$ cat config.mk
export PLATFORM = sky130hd
export DESIGN_NAME = i2c_master_arbiter_flat
export DESIGN_NICKNAME = d
export VERILOG_FILES = /design/src/rtl/i2c_arb_pkg.sv /design/src/rtl/i2c_master_arbiter_if.sv /design/src/rtl/i2c_rr_picker.sv /design/src/rtl/i2c_master_arbiter.sv /design/src/flat_wrapper.sv
export SDC_FILE = /design/constraint.sdc
export NUM_CORES = 1
export LEC_CHECK = 0
export BUFFER_PORTS_ARGS = -buffer_cell sky130_fd_sc_hd__buf_4
export CAP_MARGIN = 10
export CORE_MARGIN = 2
export CORE_UTILIZATION = 35
export DETAILED_ROUTE_END_ITERATION = 16
export HOLD_SLACK_MARGIN = 0.15
export SLEW_MARGIN = 30
export SYNTH_ARGS = -nofsm -noshare
export SYNTH_HDL_FRONTEND = slang
export SYNTH_HIERARCHICAL = 1
export SYNTH_SLANG_ARGS = --single-unit
$ cat constraint.sdc
create_clock -name clk -period 4.8 [get_ports clk]
set_clock_uncertainty 0.15 [all_clocks]
set_input_delay 0.24 -clock clk [delete_from_list [all_inputs] [get_ports clk]]
set_output_delay 0.24 -clock clk [all_outputs]
set_load 0.01 [all_outputs]
$ cat src/rtl/i2c_arb_pkg.sv
// Shared encodings and field widths for the I2C master arbiter.
package i2c_arb_pkg;
  localparam int I2C_ADDR_W = 7;
  localparam int I2C_DATA_W = 8;

  typedef enum logic [1:0] {
    IDLE   = 2'd0,
    LAUNCH = 2'd1,
    WAIT   = 2'd2,
    RESP   = 2'd3
  } arb_state_e;
endpackage

$ cat src/rtl/i2c_master_arbiter_if.sv
// Requester and master-engine signals of the arbiter; master = arbiter side, slave = environment side.
interface i2c_master_arbiter_if import i2c_arb_pkg::*; #(
  parameter int NREQ = 4
);
  logic [NREQ-1:0]            req;
  logic [I2C_ADDR_W*NREQ-1:0] req_addr;
  logic [I2C_DATA_W*NREQ-1:0] req_data;
  logic [NREQ-1:0]            grant;
  logic [NREQ-1:0]            done;
  logic [NREQ-1:0]            nack;
  logic [NREQ-1:0]            timeout;
  logic                       m_start;
  logic [I2C_ADDR_W-1:0]      m_addr;
  logic [I2C_DATA_W-1:0]      m_data;
  logic                       m_busy;
  logic                       m_done;
  logic                       m_ack;

  modport master (
    input  req, req_addr, req_data, m_busy, m_done, m_ack,
    output grant, done, nack, timeout, m_start, m_addr, m_data
  );

  modport slave (
    output req, req_addr, req_data, m_busy, m_done, m_ack,
    input  grant, done, nack, timeout, m_start, m_addr, m_data
  );
endinterface

$ cat src/rtl/i2c_rr_picker.sv
// Combinational circular priority picker: first set req bit searching from ptr+1.
module i2c_rr_picker #(
  parameter int NREQ = 4,
  parameter int IW   = $clog2(NREQ)
) (
  input  logic [NREQ-1:0] req,
  input  logic [IW-1:0]   ptr,
  output logic            valid,
  output logic [IW-1:0]   index,
  output logic [NREQ-1:0] onehot
);
  logic [IW-1:0] cand;

  always_comb begin
    valid  = 1'b0;
    index  = '0;
    onehot = '0;
    cand   = '0;
    // ptr itself is visited last, so the previous owner has lowest priority
    for (int i = 1; i <= NREQ; i++) begin
      cand = IW'((32'(ptr) + i) % NREQ);
      if (!valid && req[cand]) begin
        valid        = 1'b1;
        index        = cand;
        onehot[cand] = 1'b1;
      end
    end
  end
endmodule

$ cat src/rtl/i2c_master_arbiter.sv
// Round-robin sharing of one I2C master engine between NREQ single-byte-write requesters,
// with per-transaction timeout supervision and status returned to the owner only.
module i2c_master_arbiter import i2c_arb_pkg::*; #(
  parameter int NREQ           = 4,
  parameter int TIMEOUT_CYCLES = 100000,
  parameter int TW             = $clog2(TIMEOUT_CYCLES+1)
) (
  input logic                  clk,
  input logic                  rst,
  i2c_master_arbiter_if.master bus
);
  localparam int IW = $clog2(NREQ);

  arb_state_e      state;
  logic [IW-1:0]   ptr, idx;
  logic [TW-1:0]   timer;
  logic [NREQ-1:0] grant_q, done_q, nack_q, timeout_q;
  logic            m_start_q;
  logic [I2C_ADDR_W-1:0] m_addr_q;
  logic [I2C_DATA_W-1:0] m_data_q;

  logic [NREQ-1:0][I2C_ADDR_W-1:0] addr_arr;
  logic [NREQ-1:0][I2C_DATA_W-1:0] data_arr;

  logic            pick_vld;
  logic [IW-1:0]   pick_idx;
  logic [NREQ-1:0] pick_oh;

  assign addr_arr = bus.req_addr;
  assign data_arr = bus.req_data;

  i2c_rr_picker #(.NREQ(NREQ), .IW(IW)) u_pick (
    .req    (bus.req),
    .ptr    (ptr),
    .valid  (pick_vld),
    .index  (pick_idx),
    .onehot (pick_oh)
  );

  always_ff @(posedge clk) begin
    if (rst) begin
      state     <= IDLE;
      ptr       <= IW'(NREQ-1);
      idx       <= '0;
      timer     <= '0;
      grant_q   <= '0;
      done_q    <= '0;
      nack_q    <= '0;
      timeout_q <= '0;
      m_start_q <= 1'b0;
      m_addr_q  <= '0;
      m_data_q  <= '0;
    end else begin
      done_q    <= '0;
      nack_q    <= '0;
      timeout_q <= '0;
      m_start_q <= 1'b0;
      case (state)
        IDLE: begin
          if (pick_vld && !bus.m_busy) begin
            idx       <= pick_idx;
            grant_q   <= pick_oh;
            m_addr_q  <= addr_arr[pick_idx];
            m_data_q  <= data_arr[pick_idx];
            m_start_q <= 1'b1;
            state     <= LAUNCH;
          end
        end
        LAUNCH: begin
          timer <= '0;
          state <= WAIT;
        end
        WAIT: begin
          // a completion arriving on the expiry cycle is reported as a real completion
          if (bus.m_done) begin
            done_q <= grant_q;
            nack_q <= bus.m_ack ? '0 : grant_q;
            state  <= RESP;
          end else if (timer == TW'(TIMEOUT_CYCLES-1)) begin
            done_q    <= grant_q;
            nack_q    <= grant_q;
            timeout_q <= grant_q;
            state     <= RESP;
          end else begin
            timer <= timer + 1'b1;
          end
        end
        RESP: begin
          grant_q <= '0;
          ptr     <= idx;
          state   <= IDLE;
        end
        default: state <= IDLE;
      endcase
    end
  end

  assign bus.grant   = grant_q;
  assign bus.done    = done_q;
  assign bus.nack    = nack_q;
  assign bus.timeout = timeout_q;
  assign bus.m_start = m_start_q;
  assign bus.m_addr  = m_addr_q;
  assign bus.m_data  = m_data_q;
endmodule

$ cat src/flat_wrapper.sv
// flat-port wrapper written by rule: the top's interface ports become plain ports
module i2c_master_arbiter_flat import i2c_arb_pkg::*;
#(
  parameter int NREQ           = 4,
  parameter int TIMEOUT_CYCLES = 100000,
  parameter int TW             = $clog2(TIMEOUT_CYCLES+1)
)
  (clk, rst, bus_req, bus_req_addr, bus_req_data, bus_m_busy, bus_m_done, bus_m_ack, bus_grant, bus_done, bus_nack, bus_timeout, bus_m_start, bus_m_addr, bus_m_data);
  i2c_master_arbiter_if #(.NREQ(NREQ)) bus_i ();
  input logic clk;
  input logic rst;
  input wire logic [$bits(bus_i.req)-1:0] bus_req;
  input wire logic [$bits(bus_i.req_addr)-1:0] bus_req_addr;
  input wire logic [$bits(bus_i.req_data)-1:0] bus_req_data;
  input wire logic [$bits(bus_i.m_busy)-1:0] bus_m_busy;
  input wire logic [$bits(bus_i.m_done)-1:0] bus_m_done;
  input wire logic [$bits(bus_i.m_ack)-1:0] bus_m_ack;
  output wire logic [$bits(bus_i.grant)-1:0] bus_grant;
  output wire logic [$bits(bus_i.done)-1:0] bus_done;
  output wire logic [$bits(bus_i.nack)-1:0] bus_nack;
  output wire logic [$bits(bus_i.timeout)-1:0] bus_timeout;
  output wire logic [$bits(bus_i.m_start)-1:0] bus_m_start;
  output wire logic [$bits(bus_i.m_addr)-1:0] bus_m_addr;
  output wire logic [$bits(bus_i.m_data)-1:0] bus_m_data;
  assign bus_i.req = bus_req;
  assign bus_i.req_addr = bus_req_addr;
  assign bus_i.req_data = bus_req_data;
  assign bus_i.m_busy = bus_m_busy;
  assign bus_i.m_done = bus_m_done;
  assign bus_i.m_ack = bus_m_ack;
  assign bus_grant = bus_i.grant;
  assign bus_done = bus_i.done;
  assign bus_nack = bus_i.nack;
  assign bus_timeout = bus_i.timeout;
  assign bus_m_start = bus_i.m_start;
  assign bus_m_addr = bus_i.m_addr;
  assign bus_m_data = bus_i.m_data;
  i2c_master_arbiter #(.NREQ(NREQ), .TIMEOUT_CYCLES(TIMEOUT_CYCLES), .TW(TW)) u_core (.clk(clk), .rst(rst), .bus(bus_i));
endmodule
; Yosys cells after proc, flatten, opt, wreduce, memory -nomap -nowiden
; Index checks and enable logic that the tools add are counted.
; Widths: inputs -> output; s select.
[classes]
add_sub_neg = 5
order_cmp = 9
n_eq_ne = 8
muxes = 46
n_bitwise = 5
n_reduce_logical = 22
[op_table]
columns = cell, n
row1 = $mux 4, 9
row2 = $mux 17, 2
row3 = $pmux 17 s2, 1
row4 = $add 17x1->17 const B, 1
row5 = $eq 17x17->1 const B, 1
row6 = $bmux 8 s2, 1
row7 = $lt 2x3->1 const B, 5
row8 = $bmux 7 s2, 1
row9 = $mux 2, 7
row10 = $mux 1, 13
row11 = $or 4x4->4, 3
row12 = $bmux 1 s2, 4
row13 = $demux 1 s2, 4
row14 = $ge 2x1->1 const B, 4
row15 = $logic_and 1x1->1, 8
row16 = $mux 8, 1
row17 = $pmux 2 s4, 1
row18 = $pmux 4 s2, 1
row19 = $mux 7, 1
row20 = $reduce_and 2->1, 3
row21 = $add 2x1->2 const B, 2
row22 = $add 2x2->2 const B, 2
row23 = $eq 2x2->1 const B, 2
row24 = $logic_not 1->1, 4
row25 = other kinds (10), 14
[totals]
reg_bits = 55
in_bits = 69
output_inout_bits = 32
word_cells = 106

; Longest topological paths before layout
[logic_depth]
word_depth = 16
mapped_depth = 14
ltp_nobuf = 9

; Cells and area by module
; Netlist, hierarchy kept.
[by_module_without_submodules]
columns = module, n_inst, cells_per_inst, area_each_um2, seq_area_each_um2
row1 = i2c_master_arbiter, 1, 283, 2722.6, 1101.1
row2 = i2c_rr_picker, 1, 85, 631.9, 0.0

; Worst setup path after synthesis
; Ideal clock, no wire load.
[synth_path]
path_type = register -> register
from = reg u_core.ptr[0]
to = reg u_core.m_addr_q[5], in the netlist u_core/bus.m_addr[5]
setup_time_ps = 132
arrival_time_ps = 3287
t_required_ps = 4518
setup_slack_ps = 1231
path_stages_with_launch = 15
n_path_buf = 5
period_less_slack_ps = 3569
cell_sequence = dfxtp_1 > buf_6 > buf_2 > inv_1 > ha_1 > clkbuf_1 > a21oi_1 > a211oi_1 > a311o_1 > a221oi_1 > buf_2 > buf_2 > mux4_2 > nand2_1 > a21oi_1
[synth_between]
elab_chain_len = 15
elab_cells_between_ends = 30
classes_between = add/sub: 4 / mux: 18 / reduce/logical: 8
[synth_lines]
columns = item, line_no
row1 = "start, declared", i2c_master_arbiter.sv:15  ; logic [IW-1:0] ptr, idx;
row2 = "start signal, assigned", i2c_master_arbiter.sv:43  ; ptr <= IW'(NREQ-1);
row3 = "start signal, assigned", i2c_master_arbiter.sv:90  ; ptr <= idx;
row4 = $add 2x1->2, i2c_rr_picker.sv:21  ; cand = IW'((32'(ptr) + i) % NREQ);
row5 = $bmux 1 s2, i2c_rr_picker.sv:22  ; if (!valid && req[cand]) begin
row6 = $mux 1 (not written as such), i2c_rr_picker.sv:22
row7 = $mux 1, i2c_rr_picker.sv:22
row8 = $logic_not 1->1, i2c_rr_picker.sv:22
row9 = $logic_and 1x1->1, i2c_rr_picker.sv:22
row10 = $mux 1, i2c_rr_picker.sv:22
row11 = $logic_not 1->1, i2c_rr_picker.sv:22
row12 = $logic_and 1x1->1, i2c_rr_picker.sv:22
row13 = $mux 1, i2c_rr_picker.sv:22
row14 = $logic_not 1->1, i2c_rr_picker.sv:22
row15 = $logic_and 1x1->1, i2c_rr_picker.sv:22
row16 = $mux 2 *, i2c_rr_picker.sv:22
row17 = named net u_core.pick_idx[0], i2c_master_arbiter.sv:26  ; logic [IW-1:0] pick_idx;
row18 = $bmux 7 s2 *, i2c_master_arbiter.sv:63  ; m_addr_q <= addr_arr[pick_idx];
row19 = $mux 7 (not written as such) *, i2c_master_arbiter.sv:63
row20 = "end signal, assigned", i2c_master_arbiter.sv:63
row21 = "end, declared", i2c_master_arbiter.sv:19  ; logic [I2C_ADDR_W-1:0] m_addr_q;
; The timed path passes the listed nets; every way through them passes the cells marked *. The select of a mux whose other input is x is not followed.
; A chain may end at the register's enable or synchronous reset.

; Worst setup path after layout
[layout_path]
from = reg u_core.ptr[1]
to = reg u_core.m_data_q[6], in the netlist u_core/bus.m_data[6]
[layout_between]
elab_chain_len = 15
elab_cells_between_ends = 30
classes_between = add/sub: 4 / mux: 18 / reduce/logical: 8
[layout_lines]
columns = item, line_no
row1 = $add 2x1->2, i2c_rr_picker.sv:21
row2 = $bmux 1 s2, i2c_rr_picker.sv:22
row3 = $mux 1 (not written as such), i2c_rr_picker.sv:22
row4 = $mux 1, i2c_rr_picker.sv:22
row5 = $logic_not 1->1, i2c_rr_picker.sv:22
row6 = $logic_and 1x1->1, i2c_rr_picker.sv:22
row7 = $mux 1, i2c_rr_picker.sv:22
row8 = $logic_not 1->1, i2c_rr_picker.sv:22
row9 = $logic_and 1x1->1, i2c_rr_picker.sv:22
row10 = $mux 1, i2c_rr_picker.sv:22
row11 = $logic_not 1->1, i2c_rr_picker.sv:22
row12 = $logic_and 1x1->1, i2c_rr_picker.sv:22
row13 = $mux 2 *, i2c_rr_picker.sv:22
row14 = named net u_core.pick_idx[0], i2c_master_arbiter.sv:26
row15 = $bmux 8 s2 *, i2c_master_arbiter.sv:64  ; m_data_q <= data_arr[pick_idx];
row16 = $mux 8 (not written as such) *, i2c_master_arbiter.sv:64
row17 = "end signal, assigned", i2c_master_arbiter.sv:64
row18 = "end, declared", i2c_master_arbiter.sv:20  ; logic [I2C_DATA_W-1:0] m_data_q;
; Marked as above.

==> impl_metrics.env <==
export IMPL_synth_area_per_cell_um2=9.12
export IMPL_grt_ovfl_total=0
export IMPL_synth_common_cells="55 x dfxtp_1, 51 x nand2_1, 25 x a21oi_1"
export IMPL_firstDrtPassIters=4
export IMPL_ys_ff_latch=55
export IMPL_p_per_area_nw_per_um2=337
export IMPL_finalHoldViolations=0
export IMPL_timing_rr_end="u_core/bus.m_data[6]$_SDFFE_PP0P_"
export IMPL_numCtsBuffers=5
export IMPL_r2r_start="u_core/ptr[1]$_SDFFE_PP1P_"
export IMPL_antenna_cells=0
export IMPL_dpl_hpwl_um=6160
export IMPL_slew_viol_final=0
export IMPL_fin_ws_ns=1.30
export IMPL_synth_area_leaders="dfxtp_1 33%, mux4_2 11%, nand2_1 5.7%"
export IMPL_cp_start_kind="register"
export IMPL_pre_cts_ws_ns=1.30
export IMPL_syn_nets=451
export IMPL_hold_path_class="input port to register"
export IMPL_drtIter0Drc=64
export IMPL_peakVddDrop_uv=117
export IMPL_clkSinkCount=55
export IMPL_postSynthCellCount=368
export IMPL_postPlaceCellArea_um2=4170
export IMPL_synthArstFlopShare_pct=0
export IMPL_die_h_um=102
export IMPL_antenna_found_initial=0
export IMPL_endpoint_kind="register"
export IMPL_path_class="register to register"
export IMPL_period_needed_ns=3.50
export IMPL_grt_pass1_vias=2958
export IMPL_grt_max_degree=34
export IMPL_final_cell_area_um2=4280
export IMPL_critPathMaxStageDelay_ns=0.62
export IMPL_max_slew_margin_pct=39.0
export IMPL_clk_pin_slew_ns=0.11
export IMPL_routed_wirelength_um=8520
export IMPL_holdWs_ns=0.171
export IMPL_synth_top_area_share_pct=32.8
export IMPL_cp_slowest_cell="dfxtp_1"
export IMPL_cts_max_level=2
export IMPL_fin_setup_tns_ns=0
export IMPL_area_growth_pct=27.5
export IMPL_port_buffers=100
export IMPL_rsz0062_at_grt="no"
export IMPL_grt_total_usage_pct=16.5
export IMPL_setup_violations_final=0
export IMPL_yosysTopAreaCell="dfxtp_1"
export IMPL_syn_cell_area_um2=3350
export IMPL_cts_tree="yes"
export IMPL_row_count=35
export IMPL_grt_pass1_wl_um=14100
export IMPL_worst_slew_pin_transition_ns=0.915
export IMPL_place_congestion=0.826
export IMPL_vias=3146
export IMPL_drive_gt1_share_pct=30.2
export IMPL_hp_start="rst"
export IMPL_min_to="u_core/bus.m_start$_SDFF_PP0_"
export IMPL_synthFlopType="dfxtp_1"
export IMPL_worstPathMaxFanout=16
export IMPL_die_area_um2=10400
export IMPL_crit_buf_inv=3
export IMPL_arrival_ns=3.53
export IMPL_yosysUniqueCellTypes=56
export IMPL_clk_latency_ns=0.31
export IMPL_cap_violations=0
export IMPL_start_util_pct=36.1
export IMPL_clockBufferDepth=2
export IMPL_r2r_slack_ns=1.30
export IMPL_pin_count=101
export IMPL_synth_most_common_cell="dfxtp_1"
export IMPL_core_um2=9280
export IMPL_via_per_inst=5.40
export IMPL_wl_per_cell_um=14.6
export IMPL_reg2reg_depth=9
export IMPL_outcome="completed"
export IMPL_critical_path_top_delay_family="buffers and inverters"
export IMPL_leakagePower_nw=1.73
export IMPL_p_total_mw=1.44
export IMPL_synth_edf_count=0
export IMPL_crit_required_ns=4.84
export IMPL_drc=0
export IMPL_cts_root_buf="clkbuf_8"
export IMPL_final_nets=536
export IMPL_antenna_left=0
export IMPL_fmax_mhz=286
export IMPL_seq_area_frac_synth_pct=32.8
export IMPL_die_w_um=102
export IMPL_path_common_cell="inv_1"
export IMPL_cts_resized=0
export IMPL_path_cells="inv_1, ha_1, inv_1, a311o_1, a221oi_4, buf_4, mux4_2, nand2_1, a21oi_1"
export IMPL_post_route_period_util_pct=72.8
export IMPL_ys_warn_count=6
export IMPL_hold_path_depth=2
-- registers in the layout (all words and copies together) (netlist names) --
signal and flops:
u_core/timer 17, u_core/bus.m_data 8, u_core/bus.m_addr 7, u_core/bus.done 4, u_core/bus.grant 4, u_core/bus.nack 4
u_core/bus.timeout 4, u_core/idx 2, u_core/ptr 2, u_core/state 2, u_core/bus.m_start 1
-- repair_timing --
| action | in CTS | in global routing |
|---|---|---|
| hold endpoints to repair | 1 | 0 |
| hold buffers | 1 | 0 |
| buffers inserted | 0 | 0 |
-- layout by cell type, fill, tap and decap left out, types with 2 or more instances in the layout --
cell type	synthesis	layout
a22oi_1	4	4
o21a_1	2	2
nor4bb_1	2	2
or4_1	8	8
and4_1	5	5
or3_1	8	8
o31ai_1	7	7
mux2i_1	9	9
ha_1	14	14
a21oi_1	25	25
clkbuf_8	0	6
o311ai_0	2	2
a31oi_1	6	6
a21boi_0	2	2
dfxtp_1	55	55
a21boi_1	2	2
and3_1	5	5
a211oi_1	2	2
nand2_1	51	51
o2111ai_1	3	3
nand2b_1	7	7
o211a_1	2	2
nand3_1	10	10
nand4_1	14	14
inv_1	15	15
mux4_2	17	17
a2111o_1	4	4
and2_1	9	9
nand3b_1	2	2
nor3_1	3	3
nor2_1	12	12
o21ai_0	3	3
nor2b_1	6	6
buf_4	1	103
o211ai_1	8	8
-- logic make-up (layout without fill, tap and decap cells) --
| kind of cell | Yosys count | count (layout) | synth area share (%) |
|---|---|---|---|
| simple gates | 151 | 151 | 24.9 |
| mux | 27 | 27 | 14.4 |
| fa+ha+maj | 14 | 14 | 5.22 |
| compound gates | 79 | 79 | 16.3 |
| buf+inv | 41 | 127 | 6.04 |
| flops | 55 | 55 | 32.8 |
| xor+xnor | 1 | 1 | 0.261 |
-- worst register-to-register path: stages (launching register included) --
cell	delay, ns
dfxtp_1	0.62
inv_1	0.22
ha_1	0.54
inv_1	0.23
a311o_1	0.35
a221oi_4	0.25
buf_4	0.33
mux4_2	0.54
nand2_1	0.09
a21oi_1	0.07
-- where the power goes --
part,switching (mW),total [mW],internal (mW),leakage (nW)
combinational,0.331,0.618,0.288,1.24
sequential,0.0404,0.547,0.507,0.446
clock,0.156,0.274,0.118,0.0474
total,0.527,1.44,0.913,1.73
-- worst max-delay path by stage --
stage	start	endpoint	slack [ns]	cells past startpoint
floorplan	u_core/ptr[0]$_SDFFE_PP1P_	u_core/bus.m_addr[5]$_SDFFE_PP0P_	1.23	14
detailed placement	u_core/ptr[1]$_SDFFE_PP1P_	u_core/bus.m_addr[2]$_SDFFE_PP0P_	1.30	9
global route	u_core/ptr[1]$_SDFFE_PP1P_	u_core/bus.m_addr[2]$_SDFFE_PP0P_	1.05	9
global placement	u_core/ptr[1]$_SDFFE_PP1P_	u_core/bus.m_data[2]$_SDFFE_PP0P_	1.44	9
CTS	u_core/ptr[1]$_SDFFE_PP1P_	u_core/bus.m_addr[2]$_SDFFE_PP0P_	1.29	9
finish	u_core/ptr[1]$_SDFFE_PP1P_	u_core/bus.m_data[6]$_SDFFE_PP0P_	1.30	9
-- routing by layer --
layer / GRT usage [%] / vias to the layer above / part of all wire, %
met4: 2.67 / 0 / 0.40
met1: 22.1 / 1480 / 45
met2: 28.1 / 114 / 48
met5: 0 / - / 0
met3: 3.28 / 4 / 6.5
li1: - / 1548 / -
-- final cells by class --
cell class              count  area (um^2)
clock buffers               6         82.6
clock inverters             2         16.3
fillers                   922         5010
inverters                  15         56.3
multi-input cells         272         2070
flip-flops and latches     55         1100
well taps                 129          161
repair buffers            104          783
-- metrics by stage --
step,utilization (%),std cells
5_1_grt,46.1,583
4_1_cts,46.1,583
3_5_place_dp,44.9,574
2_1_floorplan,-,368
3_3_place_gp,44.9,574
6_report,46.1,583
No activity file was read; power rests on OpenSTA's default activity.
